[config.mk]
export PLATFORM = sky130hd
export DESIGN_NAME = wb_dram_tester
export DESIGN_NICKNAME = d
export VERILOG_FILES = /design/src/rtl/wb_dram_tester.sv
export SDC_FILE = /design/constraint.sdc
export NUM_CORES = 1
export LEC_CHECK = 0
export ABC_AREA = 1
export BUFFER_PORTS_ARGS = -buffer_cell sky130_fd_sc_hd__buf_4
export CORE_AREA = 2 2 241 243
export DETAILED_ROUTE_END_ITERATION = 10
export DIE_AREA = 0 0 243 245
export PLACE_DENSITY = 0.52
export SKIP_CTS_REPAIR_TIMING = 1
export SLEW_MARGIN = 20
export SYNTH_ARGS = -nofsm -noshare
export SYNTH_HDL_FRONTEND = slang
export SYNTH_SLANG_ARGS = --single-unit
[constraint.sdc]
create_clock -name user_clk_i -period 4.4 [get_ports user_clk_i]
set_input_delay 0.44 -clock user_clk_i [delete_from_list [all_inputs] [get_ports user_clk_i]]
set_output_delay 0.44 -clock user_clk_i [all_outputs]
set_load 0.01 [all_outputs]
[src/rtl/wb_dram_tester.sv]
// wb_dram_tester
//   Wishbone classic master that writes a seeded pseudo-random pattern over
//   an address range, reads it back and compares. Used for DRAM bring-up.
//
//   Optional build macro: WB_TESTER_LOOP_EN adds loop_i / iter_count_o for
//   continuous write/read iterations with fresh data on each pass.
//
// Ports
//   user_clk_i, rst_n (async, active-low)
//   start_i            single-cycle start (accepted in IDLE/DONE only)
//   base_addr_i        first byte address      (latched at start)
//   num_words_i        words per pass          (latched at start)
//   seed_i             LFSR seed, 0 -> 1       (latched at start)
//   cyc_o/stb_o/we_o/addr_o/data_o, data_i/ack_i   Wishbone master side
//   busy_o             test in progress
//   done_o             sticky completion flag
//   pass_o             result, valid with done_o
//   err_count_o        saturating mismatch count
//   first_err_addr_o   address of first mismatching word
//   timeout_o          sticky abort flag (slave failed to ack)
module wb_dram_tester #(
  parameter int unsigned WORD_SIZE      = 128,
  parameter int unsigned ADDR_STRIDE    = 16,
  parameter int unsigned TIMEOUT_CYCLES = 4096
) (
  input  logic                 user_clk_i,
  input  logic                 rst_n,
  input  logic                 start_i,
  input  logic [31:0]          base_addr_i,
  input  logic [15:0]          num_words_i,
  input  logic [31:0]          seed_i,
`ifdef WB_TESTER_LOOP_EN
  input  logic                 loop_i,
  output logic [31:0]          iter_count_o,
`endif
  output logic                 cyc_o,
  output logic                 stb_o,
  output logic                 we_o,
  output logic [31:0]          addr_o,
  output logic [WORD_SIZE-1:0] data_o,
  input  logic [WORD_SIZE-1:0] data_i,
  input  logic                 ack_i,
  output logic                 busy_o,
  output logic                 done_o,
  output logic                 pass_o,
  output logic [15:0]          err_count_o,
  output logic [31:0]          first_err_addr_o,
  output logic                 timeout_o
);

  localparam int unsigned LANES = WORD_SIZE / 32;
  localparam logic [31:0] POLY  = 32'h8020_0003;

  typedef enum logic [2:0] {
    IDLE, WR_REQ, WR_GAP, RD_REQ, RD_GAP, DONE
  } state_t;

  state_t state, state_nx;

  logic [31:0]          base_r, seed_r, lfsr, addr_r, wait_cnt;
  logic [15:0]          num_r, k;
  logic [15:0]          err_cnt;
  logic [31:0]          first_err;
  logic                 timeout_r, done_r, pass_r;
  logic [WORD_SIZE-1:0] exp_word;
  logic [31:0]          lfsr_adv;
  logic                 start_ok, last_word, wait_expired, mismatch, loop_again;

  assign start_ok     = start_i && ((state == IDLE) || (state == DONE));
  assign last_word    = (k == (num_r - 16'd1));
  assign wait_expired = (wait_cnt == 32'(TIMEOUT_CYCLES - 1));
  assign lfsr_adv     = {1'b0, lfsr[31:1]} ^ (lfsr[0] ? POLY : '0);
  assign mismatch     = (data_i != exp_word);

`ifdef WB_TESTER_LOOP_EN
  assign loop_again = loop_i;
`else
  assign loop_again = 1'b0;
`endif

  always_comb begin
    exp_word = '0;
    for (int unsigned j = 0; j < LANES; j++) begin
      exp_word[j*32 +: 32] = lfsr ^ j;
    end
  end

  always_ff @(posedge user_clk_i or negedge rst_n) begin
    if (!rst_n) state <= IDLE;
    else        state <= state_nx;
  end

  always_comb begin
    state_nx = state;
    case (state)
      IDLE, DONE: if (start_ok) state_nx = (num_words_i == '0) ? DONE : WR_REQ;
      WR_REQ:     if (ack_i) state_nx = WR_GAP;
                  else if (wait_expired) state_nx = DONE;
      WR_GAP:     state_nx = last_word ? RD_REQ : WR_REQ;
      RD_REQ:     if (ack_i) state_nx = RD_GAP;
                  else if (wait_expired) state_nx = DONE;
      RD_GAP:     if (!last_word) state_nx = RD_REQ;
                  else state_nx = loop_again ? WR_REQ : DONE;
      default:    state_nx = IDLE;
    endcase
  end

  always_ff @(posedge user_clk_i or negedge rst_n) begin
    if (!rst_n) begin
      base_r    <= '0;
      num_r     <= '0;
      seed_r    <= '0;
      lfsr      <= '0;
      k         <= '0;
      addr_r    <= '0;
      wait_cnt  <= '0;
      err_cnt   <= '0;
      first_err <= '0;
      timeout_r <= 1'b0;
      done_r    <= 1'b0;
      pass_r    <= 1'b0;
`ifdef WB_TESTER_LOOP_EN
      iter_count_o <= '0;
`endif
    end else if (start_ok) begin
      base_r    <= base_addr_i;
      num_r     <= num_words_i;
      seed_r    <= (seed_i == '0) ? 32'd1 : seed_i;
      lfsr      <= (seed_i == '0) ? 32'd1 : seed_i;
      k         <= '0;
      addr_r    <= base_addr_i;
      wait_cnt  <= '0;
      err_cnt   <= '0;
      first_err <= '0;
      timeout_r <= 1'b0;
      // A zero-length test completes immediately as a pass.
      done_r    <= (num_words_i == '0);
      pass_r    <= (num_words_i == '0);
    end else begin
      case (state)
        WR_REQ, RD_REQ: begin
          if (ack_i) begin
            wait_cnt <= '0;
            if ((state == RD_REQ) && mismatch) begin
              if (err_cnt != 16'hFFFF) err_cnt <= err_cnt + 16'd1;
              if (err_cnt == '0)       first_err <= addr_r;
            end
          end else if (wait_expired) begin
            // addr_r is left untouched so the stuck address stays visible.
            timeout_r <= 1'b1;
            done_r    <= 1'b1;
            pass_r    <= 1'b0;
          end else begin
            wait_cnt <= wait_cnt + 32'd1;
          end
        end
        WR_GAP, RD_GAP: begin
          wait_cnt <= '0;
          if (last_word) begin
            k      <= '0;
            addr_r <= base_r;
            lfsr   <= seed_r;
            if (state == RD_GAP) begin
              if (loop_again) begin
                // Next iteration continues the LFSR sequence so data differs.
                seed_r <= lfsr_adv;
                lfsr   <= lfsr_adv;
`ifdef WB_TESTER_LOOP_EN
                iter_count_o <= iter_count_o + 32'd1;
`endif
              end else begin
                done_r <= 1'b1;
                pass_r <= (err_cnt == '0) && !timeout_r;
              end
            end
          end else begin
            k      <= k + 16'd1;
            addr_r <= addr_r + 32'(ADDR_STRIDE);
            lfsr   <= lfsr_adv;
          end
        end
        default: ;
      endcase
    end
  end

  assign cyc_o            = (state == WR_REQ) || (state == RD_REQ);
  assign stb_o            = cyc_o;
  assign we_o             = (state == WR_REQ);
  assign addr_o           = addr_r;
  assign data_o           = (state == WR_REQ) ? exp_word : '0;
  assign busy_o           = (state != IDLE) && (state != DONE);
  assign done_o           = done_r;
  assign pass_o           = pass_r;
  assign err_count_o      = err_cnt;
  assign first_err_addr_o = first_err;
  assign timeout_o        = timeout_r;

endmodule

==> out/metrics.csv <==
metric,value,unit
Worst Setup Slack post-DPL,0.8059,ns
Slowest cell on crit path,nor2_1,
Pwr Density,687.0,nW/um2
Port Buffers,426,
worst-margin pin slew,1.092,ns
clock tree buffer depth,3,
GRT Util Overall,21.07,%
Compound-Gate Fraction of Synth Area,8.524,%
post-synthesis simple-gate area fraction,31.12,%
Reg2Reg Setup Slack,1.12,ns
Sum Neg Setup Slack,0,ns
Clock Power Share,18.8,%
max-slew violations,0,
XOR/XNOR Fraction of Synth Area,10.32,%
DRT Pass-1 Iters,5,
number of cell rows,88,
hold slack final,-0.06224,ns
DRT Wirelength,64.08,mm
combinational fraction of design power,53.0,%
CP Launch Point,state[2],
status,"complete, but fails checks",
Final Skew,0.02176,ns
Fin. Hold Viols,37,
Post-Synth Adder-Cell Area,0.4443,%
fin cells,3460,
Sink Count,246,
I/O pin cnt,427,
CP dominant cell by count,buf_4,
final worst slack,1.029,ns
grt ovf,0,
Final setup viols,0,
Netlist cell types,37,
Rel. slew slack,27.18,%
yosys synthesis warning count,0,
"flops & latches, synth",246,
Reg power frac,28.1,%
Hold WC Path Type,input pin to asynchronous set/reset pin,
Initial Utilization,29.62,%
antenna violations before repair,5,
CP Depth,8,
DR iter-0 viols,1116,
worst endpoint required time,3.96,ns
GPL Wtd Cong,0.9450,
CTS Buf Count,34,
switch share,47.71,%
"Max FO, Critical Path",34,
wire per inst,18.52,um
vias in the first global route,16333,
filler instances,6123,
failing checks,hold timing,
Worst setup SP type,flop,
Period minus WS final,3.371,ns
nets,2888,
NetSw,0.006889,W
first-pass GRT wire length,97.49,mm
crit path capture,data_o[27],
post-detail-place hpwl,48.12,mm
CP peak stage delay,0.75,ns
"CP delay by family, top",simple AND/OR/NAND/NOR gates,
TritonCTS clock tree,built,
WP buf/inv,5,
placed cells,3399,
Mapped Area,16890,um2
Internal Power,0.007549,W
fmax,296.7,MHz
RSZ-0062 raised after global routing,no,
DR vias,16447,
syn_area_per_cell,7.037,um2
crit-path cells,nor2_2 -> inv_2 -> nor2_1 -> buf_4 -> clkinv_1 -> buf_4 -> nor2_1 -> buf_4,
Crit Path Class,flop to primary output,
vias per std cell,4.753,
Critical Path AT,2.93,ns
Setup crit end kind,primary output,
layout cells sized above 1,19.69,%
Final ANT Viol Nets,0,
mux contribution to synthesized area,0,%
"Period Utilization, post-route",76.61,%
DRC viols,0,
H-tree levels,2,
Peak supply drop,397.3,uV
pin count of the biggest net entering global routing,109,
Core Box Area,57030,um2
Critical R2R Capture,first_err_addr_o[17],
"CTS clk-pin slew, worst paths",0.06,ns
"Net Count, Synth",2619,
clock root cell,clkbuf_16,
Area Growth Syn to Fin,24.40,%
die width,243,um
R2R cell count,13,
max-cap viol count,0,
final core occ,36.85,%
R2R Path Start,state[0],
sequential-to-total area share from yosys stat,36.44,%
DIE AREA,59540,um2
largest family of logic cells by synthesized area,simple AND/OR/NAND/NOR gates,
DIE HEIGHT,245,um
cell count after synthesis,2401,
Skew-Pair Late Insertion Delay,0.55,ns
Static Leak,10.27,nW
metal layers:
| layer | global-route usage, % | vias to the layer above | routed length (um) |
|---|---|---|---|
| met5 | 0 | - | 25 |
| met4 | 9.347 | 4 | 2615 |
| met3 | 3.750 | 120 | 3406 |
| li1 | - | 8072 | - |
| met1 | 25.31 | 7740 | 26430 |
| met2 | 36.79 | 511 | 31600 |
flip-flops by register name, summed over array words and instances, names as in the netlist, 3 cells and up:
register,flops
wait_cnt,32
state,3
base_r,32
k,16
addr_o,32
err_count_o,16
first_err_addr_o,32
num_r,16
lfsr,32
seed_r,32
per-stage QoR:
stage | hold slack (ns) | power, W | instance area, um2
global route | 0.004439 | 0.01563 | 21020
floorplan | 0.1444 | 0.009141 | 16900
finish | -0.06224 | 0.01444 | 21020
detailed placement | 0.4554 | 0.01180 | 19940
global placement | 0.4493 | 0.01170 | 19940
CTS | -0.005566 | 0.01461 | 21010
Yosys cell counts (all sizes together):
master | count | area share [%]
a21oi | 7 | 0.21
and2 | 1 | 0.037
buf | 152 | 6.2
clkbuf | 57 | 1.3
clkinv | 2 | 0.044
dfrtp | 246 | 36
ha | 6 | 0.44
inv | 253 | 5.6
nand2 | 674 | 15
nand3 | 122 | 3.7
nand3b | 6 | 0.27
nand4 | 88 | 3.3
nor2 | 237 | 5.6
nor3 | 65 | 1.9
nor3b | 1 | 0.044
nor4 | 20 | 0.74
nor4b | 1 | 0.052
o211ai | 1 | 0.044
o21ai | 190 | 5.7
o21bai | 45 | 2.0
o221ai | 1 | 0.052
o22ai | 13 | 0.48
o31ai | 2 | 0.089
or2 | 12 | 0.44
xnor2 | 129 | 6.7
xor2 | 70 | 3.6
cells by family (layout without fill, tap and decap cells):
family          count (synthesis)  in the layout
compound gates                259            259
xor+xnor                      199            199
fa+ha+maj                       6              6
buf+inv                       464            755
flops                         246            246
other cells                     0              3
simple gates                 1227           1227
power groups by stage:
stage / logic (W) / clock network, W / registers, W
floorplan: 0.00540 / 0 / 0.00374
global placement: 0.00762 / 0 / 0.00408
detailed placement: 0.00770 / 0 / 0.00410
CTS: 0.00774 / 0.00280 / 0.00407
global route: 0.00854 / 0.00290 / 0.00419
finish: 0.00765 / 0.00272 / 0.00406
worst min-delay path by stage:
stage	startpoint	endpoint	slack (ns)	cells past startpoint
after floorplan	rst_n	addr_o[0]	0.14	0
after global placement	seed_r[21]	seed_r[21]	0.45	2
after detailed placement	base_r[2]	base_r[2]	0.46	2
after CTS	rst_n	first_err_addr_o[28]	-0.006	1
after global routing	rst_n	first_err_addr_o[30]	0.004	1
final	rst_n	first_err_addr_o[28]	-0.06	1
worst reg2reg max path, stage by stage, from the launching register on:
cell and delay, ns:
dfrtp_1 0.37, inv_1 0.13, nor2_2 0.08, inv_2 0.13, nand2_1 0.06, a21oi_1 0.19
inv_2 0.11, nor2_8 0.42, inv_4 0.37, nand2_1 0.21, buf_4 0.36, nand2_2 0.47
nand2_1 0.20, nand2_1 0.08
final cells by class:
class | count | area, um2 | share of cell area (%)
Antenna cell | 3 | 7.507 | 0.03572
Sequential cell | 246 | 6156 | 29.29
Tap cell | 765 | 957.2 | 4.554
Timing Repair Buffer | 442 | 3338 | 15.88
Multi-Input combinational cell | 1691 | 8528 | 40.58
Inverter | 255 | 959.7 | 4.566
Clock inverter | 12 | 123.9 | 0.5894
Clock buffer | 46 | 947.2 | 4.506
layout by cell type, fill, tap and decap left out, drive strengths merged, types with 3 or more instances in the layout:
cell,netlist,layout
dfrtp,246,246
nand2,674,674
xnor2,129,129
a21oi,7,7
buf,152,442
o22ai,13,13
nor4,20,20
or2,12,12
nor2,237,237
clkinv,2,9
inv,253,255
o21bai,45,45
diode,0,3
o21ai,190,190
ha,6,6
nand4,88,88
nand3,122,122
nor3,65,65
nand3b,6,6
xor2,70,70
clkbuf,57,46
Power figures use the tool's default switching activity.
